<file path="config.mk">
export PLATFORM = sky130hd
export DESIGN_NAME = mem_stream_loader
export DESIGN_NICKNAME = d
export VERILOG_FILES = /design/src/rtl/mem_stream_loader.sv
export SDC_FILE = /design/constraint.sdc
export NUM_CORES = 1
export LEC_CHECK = 0
export ABC_AREA = 1
export BUFFER_PORTS_ARGS = -buffer_cell sky130_fd_sc_hd__buf_2
export CORE_MARGIN = 2
export CORE_UTILIZATION = 45
export DETAILED_ROUTE_END_ITERATION = 6
export GPL_TIMING_DRIVEN = 0
export PLACE_DENSITY = 0.66
export SKIP_CTS_REPAIR_TIMING = 1
export SYNTH_ARGS = -nofsm -noshare
export SYNTH_HDL_FRONTEND = slang
export SYNTH_SLANG_ARGS = --single-unit
export TNS_END_PERCENT = 50
</file>
<file path="constraint.sdc">
create_clock -name clk -period 3.9 [get_ports clk]
set_input_delay 0.39 -clock clk [delete_from_list [all_inputs] [get_ports clk]]
set_output_delay 0.39 -clock clk [all_outputs]
set_load 0.02 [all_outputs]
</file>
<file path="src/rtl/mem_stream_loader.sv">
// Streams a window of memory words into a DUT write port (optionally over several
// passes), then holds chip select until the DUT reports a result or a timeout expires.
module mem_stream_loader #(
    parameter int unsigned ADDR_WIDTH   = 11,
    parameter int unsigned DATA_WIDTH   = 16,
    parameter int unsigned CNT_WIDTH    = 11,
    parameter int unsigned RD_LATENCY   = 1,
    parameter int unsigned HOLD_TIMEOUT = 255
) (
    input  logic                  clk,
    input  logic                  reset,
    input  logic                  start,
    input  logic [ADDR_WIDTH-1:0] base_addr,
    input  logic [CNT_WIDTH-1:0]  word_count,
    input  logic [3:0]            repeat_count,
    input  logic                  abort,
    output logic [ADDR_WIDTH-1:0] mem_addr,
    output logic                  mem_rd_en,
    input  logic [DATA_WIDTH-1:0] mem_data_in,
    output logic [DATA_WIDTH-1:0] data_out,
    output logic                  wr_en,
    input  logic                  wr_ready,
    output logic                  chip_sel,
    input  logic                  output_ready,
    output logic                  busy,
    output logic                  done,
    output logic                  timeout_err,
    output logic [CNT_WIDTH-1:0]  words_sent
);
    localparam int unsigned WAIT_W = 2;
    localparam int unsigned HOLD_W = (HOLD_TIMEOUT > 1) ? $clog2(HOLD_TIMEOUT) : 1;

    typedef enum logic [2:0] {
        S_IDLE, S_READ, S_WAIT, S_WRITE, S_NEXT, S_HOLD, S_DONE
    } state_t;

    state_t                state_q;
    logic [ADDR_WIDTH-1:0] base_q;
    logic [CNT_WIDTH-1:0]  wc_q;
    logic [3:0]            passes_q;
    logic [CNT_WIDTH-1:0]  offset_q;
    logic [WAIT_W-1:0]     wait_q;
    logic [HOLD_W-1:0]     hold_q;
    logic [ADDR_WIDTH-1:0] mem_addr_q;
    logic                  mem_rd_en_q;
    logic [DATA_WIDTH-1:0] data_out_q;
    logic                  wr_en_q;
    logic                  chip_sel_q;
    logic                  busy_q;
    logic                  done_q;
    logic                  timeout_err_q;
    logic [CNT_WIDTH-1:0]  words_sent_q;

    logic                  last_word_c;
    logic [CNT_WIDTH-1:0]  next_off_c;

    assign last_word_c = (offset_q == wc_q - CNT_WIDTH'(1));
    assign next_off_c  = offset_q + CNT_WIDTH'(1);

    // Transfer sequencer; every output is registered alongside the state it belongs to.
    always_ff @(posedge clk or negedge reset) begin
        if (!reset) begin
            state_q       <= S_IDLE;
            base_q        <= '0;
            wc_q          <= '0;
            passes_q      <= '0;
            offset_q      <= '0;
            wait_q        <= '0;
            hold_q        <= '0;
            mem_addr_q    <= '0;
            mem_rd_en_q   <= 1'b0;
            data_out_q    <= '0;
            wr_en_q       <= 1'b0;
            chip_sel_q    <= 1'b0;
            busy_q        <= 1'b0;
            done_q        <= 1'b0;
            timeout_err_q <= 1'b0;
            words_sent_q  <= '0;
        end else begin
            done_q <= 1'b0;
            if (abort && (state_q != S_IDLE)) begin
                state_q     <= S_IDLE;
                busy_q      <= 1'b0;
                chip_sel_q  <= 1'b0;
                wr_en_q     <= 1'b0;
                mem_rd_en_q <= 1'b0;
            end else begin
                case (state_q)
                    S_IDLE: begin
                        if (start) begin
                            base_q        <= base_addr;
                            wc_q          <= word_count;
                            passes_q      <= (repeat_count == 4'd0) ? 4'd1 : repeat_count;
                            offset_q      <= '0;
                            words_sent_q  <= '0;
                            timeout_err_q <= 1'b0;
                            busy_q        <= 1'b1;
                            if (word_count != '0) begin
                                state_q     <= S_READ;
                                chip_sel_q  <= 1'b1;
                                mem_rd_en_q <= 1'b1;
                                mem_addr_q  <= base_addr;
                            end else begin
                                state_q <= S_DONE;
                                done_q  <= 1'b1;
                            end
                        end
                    end
                    S_READ: begin
                        mem_rd_en_q <= 1'b0;
                        wait_q      <= '0;
                        state_q     <= S_WAIT;
                    end
                    S_WAIT: begin
                        if (wait_q == WAIT_W'(RD_LATENCY - 1)) begin
                            data_out_q <= mem_data_in;
                            wr_en_q    <= 1'b1;
                            state_q    <= S_WRITE;
                        end else begin
                            wait_q <= wait_q + WAIT_W'(1);
                        end
                    end
                    S_WRITE: begin
                        if (wr_ready) begin
                            wr_en_q <= 1'b0;
                            state_q <= S_NEXT;
                        end
                    end
                    S_NEXT: begin
                        if (last_word_c) begin
                            offset_q <= '0;
                            passes_q <= passes_q - 4'd1;
                            if (passes_q > 4'd1) begin
                                words_sent_q <= '0;
                                mem_rd_en_q  <= 1'b1;
                                mem_addr_q   <= base_q;
                                state_q      <= S_READ;
                            end else begin
                                words_sent_q <= words_sent_q + CNT_WIDTH'(1);
                                hold_q       <= '0;
                                state_q      <= S_HOLD;
                            end
                        end else begin
                            offset_q     <= next_off_c;
                            words_sent_q <= words_sent_q + CNT_WIDTH'(1);
                            mem_rd_en_q  <= 1'b1;
                            mem_addr_q   <= base_q + ADDR_WIDTH'(next_off_c);
                            state_q      <= S_READ;
                        end
                    end
                    S_HOLD: begin
                        if (output_ready) begin
                            chip_sel_q <= 1'b0;
                            done_q     <= 1'b1;
                            state_q    <= S_DONE;
                        end else if (hold_q == HOLD_W'(HOLD_TIMEOUT - 1)) begin
                            chip_sel_q    <= 1'b0;
                            timeout_err_q <= 1'b1;
                            done_q        <= 1'b1;
                            state_q       <= S_DONE;
                        end else begin
                            hold_q <= hold_q + HOLD_W'(1);
                        end
                    end
                    S_DONE: begin
                        busy_q  <= 1'b0;
                        state_q <= S_IDLE;
                    end
                    default: begin
                        busy_q  <= 1'b0;
                        state_q <= S_IDLE;
                    end
                endcase
            end
        end
    end

    assign mem_addr    = mem_addr_q;
    assign mem_rd_en   = mem_rd_en_q;
    assign data_out    = data_out_q;
    assign wr_en       = wr_en_q;
    assign chip_sel    = chip_sel_q;
    assign busy        = busy_q;
    assign done        = done_q;
    assign timeout_err = timeout_err_q;
    assign words_sent  = words_sent_q;

endmodule

</file>
== Word-level counts from Yosys, hierarchy flattened ==
Cells that the tools add are included.
Storage, ports and cells
  bits in registers: 94
  bits of input ports: 48
  logic and storage cells: 134
Cells by class
  add/sub/neg operators: 7
  $lt $le $gt $ge: 1
  equality and inequality tests: 23
  multiplexer cells: 59
  bitwise gates (word level): 1
  reduce and logical (&&, ||, !) cells: 27
Operators by type and width (number)
  $mux W11: 8
  $pmux W11 S2: 3
  $mux W8: 4
  $mux W3: 9
  $add A11 B1 Y11 const B: 2
  $mux W1: 21
  $pmux W3 S6: 1
  $ne A2 B2 Y1 const B: 8
  $pmux W8 S2: 1
  $reduce_and A4 Y1: 4
  $ne A3 B3 Y1 const B: 5
  $reduce_and A3 Y1: 5
  $mux W4: 3
  $add A11 B11 Y11: 1
  $eq A11 B11 Y1: 1
  $reduce_bool A11 Y1: 1
  $sub A11 B1 Y11 const B: 1
  $pmux W1 S2: 5
  $reduce_and A5 Y1: 2
  $reduce_bool A3 Y1: 3
  $add A8 B1 Y8 const B: 1
  $eq A8 B8 Y1 const B: 1
  $ne A4 B4 Y1 const B: 2
  $pmux W4 S2: 1
  other kinds (20): 25

== Logic depth before layout (Yosys ltp) ==
Gate-level depths: netlist of the first run.
  depth in word-level cells: 5
  depth in mapped cells: 19

== Worst setup path after synthesis of the first run ==
No wires, ideal clock.
  kind: register to register
  start point: register offset_q[0]
  end point: register mem_addr_q[10] (netlist: mem_addr[10])
  data arrival time: 2.338 ns
  data required time: 3.783 ns
  slack: 1.445 ns
  cell stages (with the launch flop): 19
  path buffers: 0
  path through: dfrtp_1 -> inv_1 -> nor3_1 -> nand4_1 -> nor2_1 -> nand2_1 -> xor2_1 -> inv_1 -> ha_1 -> a21oi_1 -> o21ai_0 -> a21oi_1 -> inv_1 -> nand2_1 -> nand2_1 -> nand2_1 -> nand3_1 -> nand2_1 -> nand2_1
Between the ends
  longest elaborated chain between the ends: 4
  elaborated cells on any way between the ends: 7
  those cells by class: 2 x add/sub; 2 x eq/ne; 2 x mux; 1 x reduce/logical
RTL lines
  start: declaration: RTL line 41  | logic [CNT_WIDTH-1:0] offset_q;
  start signal: assignment: RTL line 144  | offset_q <= next_off_c;
  $add A11 B1 Y11: RTL line 58  | assign next_off_c = offset_q + CNT_WIDTH'(1);
  $add A11 B11 Y11: RTL line 147  | mem_addr_q <= base_q + ADDR_WIDTH'(next_off_c);
  $mux W11: RTL line 130  | if (last_word_c) begin
  $pmux W11 S2: RTL line 88  | case (state_q)
  end signal: assignment: RTL line 102  | mem_addr_q <= base_addr;
  end signal: assignment: RTL line 136  | mem_addr_q <= base_q;
  end signal: assignment: RTL line 147
  end: declaration: RTL line 44  | logic [ADDR_WIDTH-1:0] mem_addr_q;
Parallel ways exist; a longest one is shown, timed or not.
A chain may end at the register's enable or synchronous reset.

== Worst setup path in the final report of the first run ==
Ends and elaborated chain as after synthesis.

==> results of run 1 <==
==> flip-flops by register name, indices dropped and copies added (netlist names) <==
| signal | flops |
|---|---|
| data_out | 16 |
| base_q | 11 |
| mem_addr | 11 |
| offset_q | 11 |
| wc_q | 11 |
| words_sent | 11 |
| hold_q | 8 |
| passes_q | 4 |
| state_q | 3 |
| wait_q | 2 |
| busy | 1 |
| chip_sel | 1 |
| done | 1 |
| mem_rd_en | 1 |
| timeout_err | 1 |
| wr_en | 1 |
==> cells in the final DEF, fill, tap and decap left out, types with 2 or more instances in the layout <==
master and count:
buf_2 94, nor3_1 12, nor2_4 4, xor2_1 30, nand4_1 23, and3_1 4
bufinv_16 2, nand3b_1 3, o21a_1 2, xnor2_1 3, inv_2 5, o22ai_1 7
dfrtp_1 94, o21bai_1 2, nor2_2 6, a21oi_1 11, mux2_2 16, ha_1 18
clkbuf_1 6, nand3_1 60, inv_8 2, o21ai_0 38, buf_4 4, clkbuf_16 9
a31oi_1 2, inv_1 78, a211oi_1 3, nand2_2 6, o21ai_1 7, nor2_1 43
nand2_1 220
==> cells by family after synthesis <==
kind of cell	count (synthesis)
AND/OR/NAND/NOR	384
buffers and inverters	100
flip-flops	94
AO/OA/AOI/OAI	76
XOR/XNOR	33
adder cells (fa/ha/maj)	19
multiplexers	16
==> final cells by class <==
cell class              instances  area (um2)  area share
clock inverters                 6         100      0.0151
well taps                     168         210      0.0318
flip-flops and latches         94        2350       0.356
repair buffers                 92         485      0.0734
clock buffers                  10         239      0.0361
multi-input cells             528        2830       0.428
plain buffers                  15        80.1      0.0121
inverters                      85         320      0.0484
==> per-layer routing <==
layer | vias up | share of wire
met1 | 2411 | 0.48
met4 | 0 | 0.013
met3 | 14 | 0.037
li1 | 2557 | -
met5 | - | 0
met2 | 100 | 0.47
==> stage by stage <==
stage	utilization	cell area [um2]	setup slack, ns	total power [mW]
after CTS	0.549	6620	0.917	4.85
final	0.549	6620	0.911	4.82
after global routing	0.549	6620	0.577	5.22
after global placement	0.518	6250	1.04	3.77
after detailed placement	0.520	6280	0.940	3.83
after floorplan	-	5580	1.45	3.16
==> power by group through the flow <==
stage / Combinational [mW] / Clock (mW) / Sequential, mW
after global routing: 2.53 / 1.07 / 1.62
after CTS: 2.25 / 1.03 / 1.58
after detailed placement: 2.24 / 0 / 1.59
final: 2.24 / 1.01 / 1.58
after floorplan: 1.42 / 0 / 1.74
after global placement: 2.19 / 0 / 1.58
==> worst max-delay path by stage <==
stage | startpoint | endpoint | cells after the start
2_1_floorplan | offset_q[0] | mem_addr[10] | 18
3_3_place_gp | offset_q[0] | mem_addr[9] | 15
3_5_place_dp | offset_q[0] | mem_addr[10] | 18
4_1_cts | offset_q[0] | mem_addr[10] | 18
5_1_grt | offset_q[0] | mem_addr[10] | 17
6_report | offset_q[0] | mem_addr[10] | 18
==> results.sh, run 1 <==
export IMPL_tritoncts="built"
export IMPL_cp_max_fo=5
export IMPL_regToRegEndpoint="mem_addr[10]"
export IMPL_fin_skew_ns=0.00975
export IMPL_cts_clk_slew_worst_paths_ns=0.07
export IMPL_cts_root_buffer="clkbuf_16"
export IMPL_post_route_min_period_ns=2.99
export IMPL_drv_cap=0
export IMPL_first_pass_iters=5
export IMPL_syn_instance_count=722
export IMPL_p_comb_frac=0.464
export IMPL_synth_mux_area_fraction=0.0323
export IMPL_crit_arrival_ns=3.24
export IMPL_port_buffers=91
export IMPL_switching_share=0.441
export IMPL_cp_top_family="simple AND/OR/NAND/NOR gates"
export IMPL_drc=0
export IMPL_yosysTopAreaCell="dfrtp_1"
export IMPL_drt_initial_drc_count=350
export IMPL_cpPeakStageDelay_ns=0.42
export IMPL_power_frac_seq=0.327
export IMPL_clock_sinks=94
export IMPL_initial_utilization=0.463
export IMPL_synth_top_area_share=0.421
export IMPL_endpoint_kind="flip-flop"
export IMPL_synthesis_nets=789
export IMPL_leakagePower_nw=3.52
export IMPL_syn_to_final_growth_pct=18.5
export IMPL_synth_compound_area_frac=0.0755
export IMPL_min_period_over_period=0.766
export IMPL_yosysUniqueCellTypes=40
export IMPL_gp_congestion=0.889
export IMPL_antenna_found_initial=0
export IMPL_tns_ns=0
export IMPL_status="complete, no violations"
export IMPL_syn_area_per_cell_um2=7.73
export IMPL_fin_nets=892
export IMPL_die_area_um2=13300
export IMPL_whs_ns=0.0312
export IMPL_peakVddDrop_mv=0.454
export IMPL_synth_top_cells_by_count="nand2_1 (220), dfrtp_1 (94), inv_1 (78), nand3_1 (60), nor2_1 (43)"
export IMPL_num_fill_cells=1160
export IMPL_ys_seq_area_frac=0.421
export IMPL_grt_busiest_layer="met2"
export IMPL_viasPerCell=5.09
export IMPL_tightest_slew_ns=0.586
export IMPL_worstHoldPathType="in2async"
export IMPL_relSlewSlack=0.610
export IMPL_grtUsageTotal=0.220
export IMPL_postRouteWirelength_um=14000
export IMPL_finalSetupViolCount=0
export IMPL_rows=40
export IMPL_synth_area_leaders="dfrtp_1 (42%), nand2_1 (15%), nand3_1 (5.4%), inv_1 (5.2%), xor2_1 (4.7%)"
export IMPL_synth_seq_cells=94
export IMPL_rsz0062_at_grt="false"
export IMPL_stdcell_count=998
export IMPL_cts_buffers=9
export IMPL_synth_simple_area_share=0.303
export IMPL_grt_pass1_wl_um=23100
export IMPL_required_ns=4.15
export IMPL_synth_flop_cell="dfrtp_1"
export IMPL_crit_type="reg2reg"
export IMPL_clock_tree_buffer_depth=2
export IMPL_drive_gt1_frac=0.190
export IMPL_htree_num_levels=3
export IMPL_dp_hpwl_um=10800
export IMPL_grt_max_degree=55
export IMPL_synthArstFlopShare=1.00
export IMPL_slew_violations=0
export IMPL_p_sw_mw=2.13
export IMPL_dp_cells=982
export IMPL_grtUsageMet3=0.0432
export IMPL_ant_nets=0
export IMPL_power_share_clock=0.209
export IMPL_post_drt_wl_per_cell_um=14.1
export IMPL_die_height_um=115
export IMPL_powerDensity_nw_per_um2=729
export IMPL_n_antenna_cell=0
export IMPL_synth_edf_count=0
export IMPL_r2r_cells=18
export IMPL_use_met2=0.349
export IMPL_synth_fa_ha_area_frac=0.0439
export IMPL_synth_most_common_cell="nand2_1"
export IMPL_worstReg2RegStart="offset_q[0]"
export IMPL_globalRouteOverflowTotal=0
export IMPL_io_pin_count=92
export IMPL_synth_top_family_by_area="simple AND/OR/NAND/NOR gates"
export IMPL_vias=5082
export IMPL_start_kind="flip-flop"
export IMPL_ys_warn_count=0
export IMPL_hold_viol_final=0
export IMPL_rrSetupSlack_ns=0.91
export IMPL_die_width_um=115
export IMPL_internal_power_mw=2.69
export IMPL_fmax_mhz=335
export IMPL_slowest_stage="dfrtp_1"
export IMPL_clk_latency_ns=0.35
export IMPL_crit_top_cell="nand2_1"
export IMPL_first_global_vias=4799
export IMPL_netlist_area_um2=5580
export IMPL_synthXorXnorAreaFrac=0.0518
export IMPL_grt_util_met1=0.307
export IMPL_path_buf_inv=3
export IMPL_core_area_um2=12100
export IMPL_crit_chain="inv_1, nor3_1, nand4_1, nor2_1, nand2_1, xor2_1, inv_1, ha_1, a21oi_1, o21ai_0, a21oi_1, inv_1, nand2_1, nand2_1, nand2_1, nand3_1, nand2_1, nand2_1"
No activity file was read; power rests on OpenSTA's default activity.
==> inputs of run 2 (changes only) <==
ABC_AREA = 0   (was 1)
PLACE_DENSITY = 0.69   (was 0.66)
clock period = 2.5 ns   (was 3.9 ns; I/O delays follow)
==> run 2 against run 1 <==
  * Clock skew fell by 0.0032 ns
  * Sequential share of layout area shrank 2.6 points
  * The run now ends with setup timing left
  * Worst hold slack improved by 0.074 ns
==> results.sh, run 2 <==
export IMPL_cp_top_family="simple AND/OR/NAND/NOR gates"
export IMPL_yosysUniqueCellTypes=55
export IMPL_final_cell_mix="nand2_1 (112), buf_2 (92), dfrtp_1 (89), nor2_1 (34), o21ai_0 (29)"
export IMPL_drt_initial_drc_count=347
export IMPL_viasPerCell=5.74
export IMPL_antenna_found_initial=0
export IMPL_ys_seq_area_frac=0.433
export IMPL_startpoint="offset_q[0]"
export IMPL_relSlewSlack=0.0972
export IMPL_die_height_um=114
export IMPL_drive_gt1_frac=0.315
export IMPL_power_share_clock=0.171
export IMPL_cts_buffers=9
export IMPL_tritoncts="built"
export IMPL_multi_input_area_um2=3290
export IMPL_worstReg2RegStart="offset_q[0]"
export IMPL_required_ns=2.79
export IMPL_start_kind="flip-flop"
export IMPL_post_drt_wl_per_cell_um=16.9
export IMPL_postRouteWirelength_um=15100
export IMPL_endpoint_kind="flip-flop"
export IMPL_largest_reg_flops=16
export IMPL_regToRegEndpoint="mem_addr[10]"
export IMPL_post_route_min_period_ns=3.04
export IMPL_grtUsageTotal=0.223
export IMPL_fin_nets=813
export IMPL_tightest_slew_ns=1.34
export IMPL_io_pin_count=92
export IMPL_fin_skew_ns=0.00656
export IMPL_rsz0062_at_grt="true"
export IMPL_rows=40
export IMPL_setup_slack_ns=-0.542
export IMPL_synth_edf_count=0
export IMPL_core_area_um2=11900
export IMPL_synth_compound_area_frac=0.172
export IMPL_min_period_over_period=1.22
export IMPL_p_sw_mw=3.18
export IMPL_powerDensity_nw_per_um2=1050
export IMPL_port_buffers=91
export IMPL_final_common_cell="nand2_1"
export IMPL_tns_ns=-14.36
export IMPL_synth_mux_area_fraction=0.0556
export IMPL_die_area_um2=13000
export IMPL_report_power_total_mw=7.48
export IMPL_drc=0
export IMPL_switching_share=0.424
export IMPL_syn_to_final_growth_pct=31.8
export IMPL_dp_cells=856
export IMPL_crit_top_cell="ha_4"
export IMPL_endpoint="mem_addr[10]"
export IMPL_synth_top_cells_by_count="nand2_1 (117), dfrtp_1 (94), o21ai_0 (45), nor2_1 (35), nand3_1 (29)"
export IMPL_worst_path_stages=12
export IMPL_dp_hpwl_um=10100
export IMPL_hold_viol_final=0
export IMPL_synth_top_family_by_area="simple AND/OR/NAND/NOR gates"
export IMPL_cp_max_fo=7
export IMPL_peakVddDrop_mv=0.600
export IMPL_slew_violations=0
export IMPL_p_comb_frac=0.503
export IMPL_synth_top_area_share=0.433
export IMPL_yosysTopAreaCell="dfrtp_1"
export IMPL_crit_arrival_ns=3.33
export IMPL_drv_cap=0
export IMPL_initial_utilization=0.456
export IMPL_clock_tree_buffer_depth=2
export IMPL_grt_max_degree=65
export IMPL_whs_ns=0.105
export IMPL_stdcell_count=897
export IMPL_clk_latency_ns=0.35
export IMPL_synth_most_common_cell="nand2_1"
export IMPL_ant_nets=0
export IMPL_synth_fa_ha_area_frac=0.0452
export IMPL_num_fill_cells=1024
export IMPL_n_antenna_cell=0
export IMPL_cpPeakStageDelay_ns=0.47
export IMPL_path_buf_inv=0
export IMPL_cts_clk_slew_worst_paths_ns=0.06
export IMPL_slowest_stage="or4_1"
export IMPL_syn_instance_count=617
export IMPL_violations="setup timing"
export IMPL_worstHoldPathType="in2reg"
export IMPL_synthArstFlopShare=1.00
export IMPL_status="finished, violations left"
export IMPL_htree_num_levels=3
export IMPL_grt_pass1_wl_um=22800
export IMPL_leakagePower_nw=3.27
export IMPL_crit_type="reg2reg"
export IMPL_fin_util=0.601
export IMPL_ys_warn_count=0
export IMPL_finalSetupViolCount=47
export IMPL_power_frac_seq=0.326
export IMPL_pre_cts_ws_ns=-0.591
export IMPL_crit_chain="ha_4, and3_4, xor2_4, ha_4, nand3_2, o211ai_1, o41ai_2, o21ai_1, xnor2_1, and3_1, or4_1, nand3_1"
export IMPL_layout_area_seq_um2=2360
export IMPL_clock_sinks=94
export IMPL_final_area_um2=7150
export IMPL_first_pass_iters=7
export IMPL_dpl_cell_area_um2=6170
export IMPL_synth_flop_cell="dfrtp_1"
export IMPL_syn_area_per_cell_um2=8.80
export IMPL_vias=5149
export IMPL_die_width_um=114
export IMPL_gp_congestion=0.881
export IMPL_r2r_cells=12
export IMPL_internal_power_mw=4.31
export IMPL_synthXorXnorAreaFrac=0.0484
export IMPL_first_global_vias=4683
export IMPL_fmax_mhz=329
export IMPL_netlist_area_um2=5430
export IMPL_rrSetupSlack_ns=-0.54
export IMPL_synth_seq_cells=94
export IMPL_synth_area_leaders="dfrtp_1 (43%), nand2_1 (8.1%), ha_1 (4.1%), o21ai_0 (4.1%), mux2_2 (3.5%)"
export IMPL_synth_simple_area_share=0.204
export IMPL_synthesis_nets=684
export IMPL_cts_root_buffer="clkbuf_16"
export IMPL_globalRouteOverflowTotal=0
## run 2: cell count changes after synthesis, moves of 10 or more
cell / before / now
nand3_1: 60 / 29
xor2_1: 30 / 12
clkbuf_1: 6 / 23
a21oi_1: 11 / 27
inv_1: 78 / 26
a21o_1: 1 / 11
nand2_1: 220 / 117
mux2i_1: 0 / 11
xnor2_1: 3 / 18
nand4_1: 23 / 7
## run 2: cell families after synthesis
kind of cell	after synthesis
adder cells (fa/ha/maj)	19
multiplexers	28
AO/OA/AOI/OAI	149
buffers and inverters	55
XOR/XNOR	30
AND/OR/NAND/NOR	242
flip-flops	94
## run 2: cell type report
class | instances | share of cell area
repair buffers | 117 | 0.108
multi-input cells | 469 | 0.460
flip-flops and latches | 94 | 0.330
clock buffers | 12 | 0.0345
well taps | 147 | 0.0257
plain buffers | 29 | 0.0257
clock inverters | 3 | 0.00297
inverters | 26 | 0.0136
## run 2: power by group through the flow
stage	logic, mW	registers (mW)	clock network [mW]
floorplan	1.90	2.66	0
global placement	2.95	2.40	0
detailed placement	3.07	2.41	0
CTS	3.08	2.40	1.31
global route	4.10	2.50	1.36
finish	3.77	2.44	1.28
## run 2: worst min path at each step
stage	end	start	cells past startpoint
2_1_floorplan	base_q[0]	reset	0
3_3_place_gp	mem_addr[8]	mem_addr[8]	1
3_5_place_dp	data_out[0]	reset	1
4_1_cts	data_out[0]	reset	1
5_1_grt	wc_q[10]	word_count[10]	3
6_report	wc_q[10]	word_count[10]	3
## run 2: routing by layer
layer	share of wire	GRT usage	vias to the layer above
met1	0.43	0.294	2481
met3	0.061	0.0441	27
met4	0.026	0.0951	0
met2	0.48	0.358	194
met5	0	0	-
li1	-	-	2447
## run 2: tightest hold or removal path, stage by stage
cell and delay, ns:
buf_2 0.09, nand2_1 0.04, nand2_1 0.05
==> inputs of run 3 (changes only) <==
PLACE_DENSITY = 0.76   (was 0.69)
==> run 3 against run 2 <==
  * The flow still finishes with violations (setup timing)
  * Total power fell by 1.5%
  * Cell area fell by 0.66%
  * Via count rose by 0.35%
  * Sequential share of layout area rose by 0.22 points
  * Cell count fell by 0.33%
  * Global-route usage fell by 0.068 points
  * Worst hold slack barely moved
  * Wire length fell by 2.2%
  * Die area did not move
  * Clock skew rose by 0.0022 ns
  * Non-clock buffer count fell by 3
  * Critical endpoint unchanged
==> results.sh, run 3 (synthesis results as in run 2) <==
export IMPL_slew_violations=0
export IMPL_hold_start="base_addr[2]"
export IMPL_die_width_um=114
export IMPL_dpl_cell_area_um2=6170
export IMPL_worstReg2RegStart="offset_q[0]"
export IMPL_cts_buffers=9
export IMPL_fin_skew_ns=0.00877
export IMPL_drt_initial_drc_count=386
export IMPL_clock_tree_buffer_depth=2
export IMPL_final_area_um2=7110
export IMPL_p_comb_frac=0.489
export IMPL_worstHoldPathType="in2reg"
export IMPL_tightest_slew_ns=1.40
export IMPL_r2r_cells=11
export IMPL_grt_max_degree=49
export IMPL_regToRegEndpoint="mem_addr[10]"
export IMPL_rrSetupSlack_ns=-0.48
export IMPL_multi_input_area_um2=3290
export IMPL_vias=5167
export IMPL_num_fill_cells=1041
export IMPL_relSlewSlack=0.0562
export IMPL_switching_share=0.422
export IMPL_post_drt_wl_per_cell_um=16.5
export IMPL_globalRouteOverflowTotal=0
export IMPL_final_cell_mix="nand2_1 (112), buf_2 (91), dfrtp_1 (89), nor2_1 (34), o21ai_0 (31)"
export IMPL_fmax_mhz=335
export IMPL_clk_latency_ns=0.36
export IMPL_core_area_um2=11900
export IMPL_post_route_min_period_ns=2.98
export IMPL_largest_reg_flops=16
export IMPL_hold_viol_final=0
export IMPL_rsz0062_at_grt="true"
export IMPL_internal_power_mw=4.26
export IMPL_tritoncts="built"
export IMPL_start_kind="flip-flop"
export IMPL_power_share_clock=0.181
export IMPL_min_path_cells=3
export IMPL_violations="setup timing"
export IMPL_n_antenna_cell=0
export IMPL_path_buf_inv=0
export IMPL_die_height_um=114
export IMPL_slowest_stage="dfrtp_2"
export IMPL_ant_nets=0
export IMPL_crit_chain="ha_4, xor2_2, ha_1, a21oi_2, o211ai_1, o41ai_2, o21ai_1, xnor2_1, and3_1, or4_1, nand3_1"
export IMPL_antenna_found_initial=0
export IMPL_endpoint_kind="flip-flop"
export IMPL_syn_to_final_growth_pct=30.9
export IMPL_p_sw_mw=3.11
export IMPL_status="finished, violations left"
export IMPL_min_period_over_period=1.19
export IMPL_report_power_total_mw=7.37
export IMPL_power_frac_seq=0.330
export IMPL_cts_root_buffer="clkbuf_16"
export IMPL_cp_max_fo=7
export IMPL_final_common_cell="nand2_1"
export IMPL_io_pin_count=92
export IMPL_grtUsageTotal=0.222
export IMPL_initial_utilization=0.456
export IMPL_required_ns=2.79
export IMPL_grt_pass1_wl_um=23000
export IMPL_min_to="base_q[2]"
export IMPL_powerDensity_nw_per_um2=1040
export IMPL_first_global_vias=5004
export IMPL_peakVddDrop_mv=0.722
export IMPL_worst_path_stages=11
export IMPL_port_buffers=91
export IMPL_finalSetupViolCount=44
export IMPL_gp_congestion=0.900
export IMPL_first_pass_iters=7
export IMPL_postRouteWirelength_um=14800
export IMPL_crit_type="reg2reg"
export IMPL_cpPeakStageDelay_ns=0.47
export IMPL_crit_arrival_ns=3.27
export IMPL_fin_nets=811
export IMPL_die_area_um2=13000
export IMPL_htree_num_levels=3
export IMPL_drc=0
export IMPL_whs_ns=0.105
export IMPL_viasPerCell=5.78
export IMPL_dp_hpwl_um=9970
export IMPL_setup_slack_ns=-0.485
export IMPL_cp_top_family="compound AO/OA/AOI/OAI gates"
export IMPL_leakagePower_nw=3.27
export IMPL_drive_gt1_frac=0.307
export IMPL_clock_sinks=94
export IMPL_rows=40
export IMPL_drv_cap=0
export IMPL_layout_area_seq_um2=2360
export IMPL_cts_clk_slew_worst_paths_ns=0.06
-- run 3: changes by cell type in the layout (fill, tap and decap cells not counted), sizes merged --
| cell | delta |
|---|---|
| buf | -4 |
| clkbuf | -2 |
| bufinv | +1 |
| clkinv | +1 |
| nand2 | +1 |
-- run 3: final cells by class --
type | count | area share
Inverter | 26 | 0.0137
Buffer | 29 | 0.0243
Multi-Input combinational cell | 470 | 0.463
Clock inverter | 5 | 0.00739
Sequential cell | 94 | 0.332
Clock buffer | 9 | 0.0317
Tap cell | 147 | 0.0259
Timing Repair Buffer | 114 | 0.102
-- run 3: worst max path at each step --
stage | startpoint | to
after floorplan | offset_q[0] | mem_addr[10]
after global placement | word_count[4] | mem_addr[9]
after global routing | offset_q[0] | mem_addr[10]
after CTS | offset_q[0] | mem_addr[10]
after detailed placement | offset_q[0] | mem_addr[10]
final | offset_q[0] | mem_addr[10]
-- run 3: stage by stage --
step / instances / worst slack (ns) / utilization / TNS [ns]
6_report: 894 / -0.485 / 0.597 / -9.59
5_1_grt: 894 / -0.625 / 0.597 / -13.82
4_1_cts: 870 / -0.642 / 0.541 / -19.55
3_5_place_dp: 856 / -0.623 / 0.518 / -18.00
3_3_place_gp: 855 / -0.525 / 0.515 / -14.46
2_1_floorplan: 617 / -0.292 / - / -1.16
-- run 3: power by group through the flow --
stage                     logic (mW)  registers [mW]  clock network [mW]
after floorplan                 1.90            2.66                   0
after global placement          2.92            2.39                   0
after detailed placement        3.03            2.42                   0
after CTS                       3.05            2.40                1.36
after global routing            3.96            2.50                1.43
final                           3.61            2.43                1.33
-- run 3: layer usage --
metal | global-route usage | wire length, um | vias to the layer above
met1 | 0.283 | 6410 | 2496
met5 | 0 | 0 | -
li1 | - | - | 2446
met2 | 0.352 | 7080 | 194
met3 | 0.0616 | 966 | 31
met4 | 0.102 | 329 | 0
-- run 3: worst reg2reg max path, stage by stage, from the launching register on --
cell	delay, ns
dfrtp_2	0.47
ha_4	0.20
xor2_2	0.16
ha_1	0.35
a21oi_2	0.21
o211ai_1	0.17
o41ai_2	0.42
o21ai_1	0.12
xnor2_1	0.15
and3_1	0.19
or4_1	0.40
nand3_1	0.08
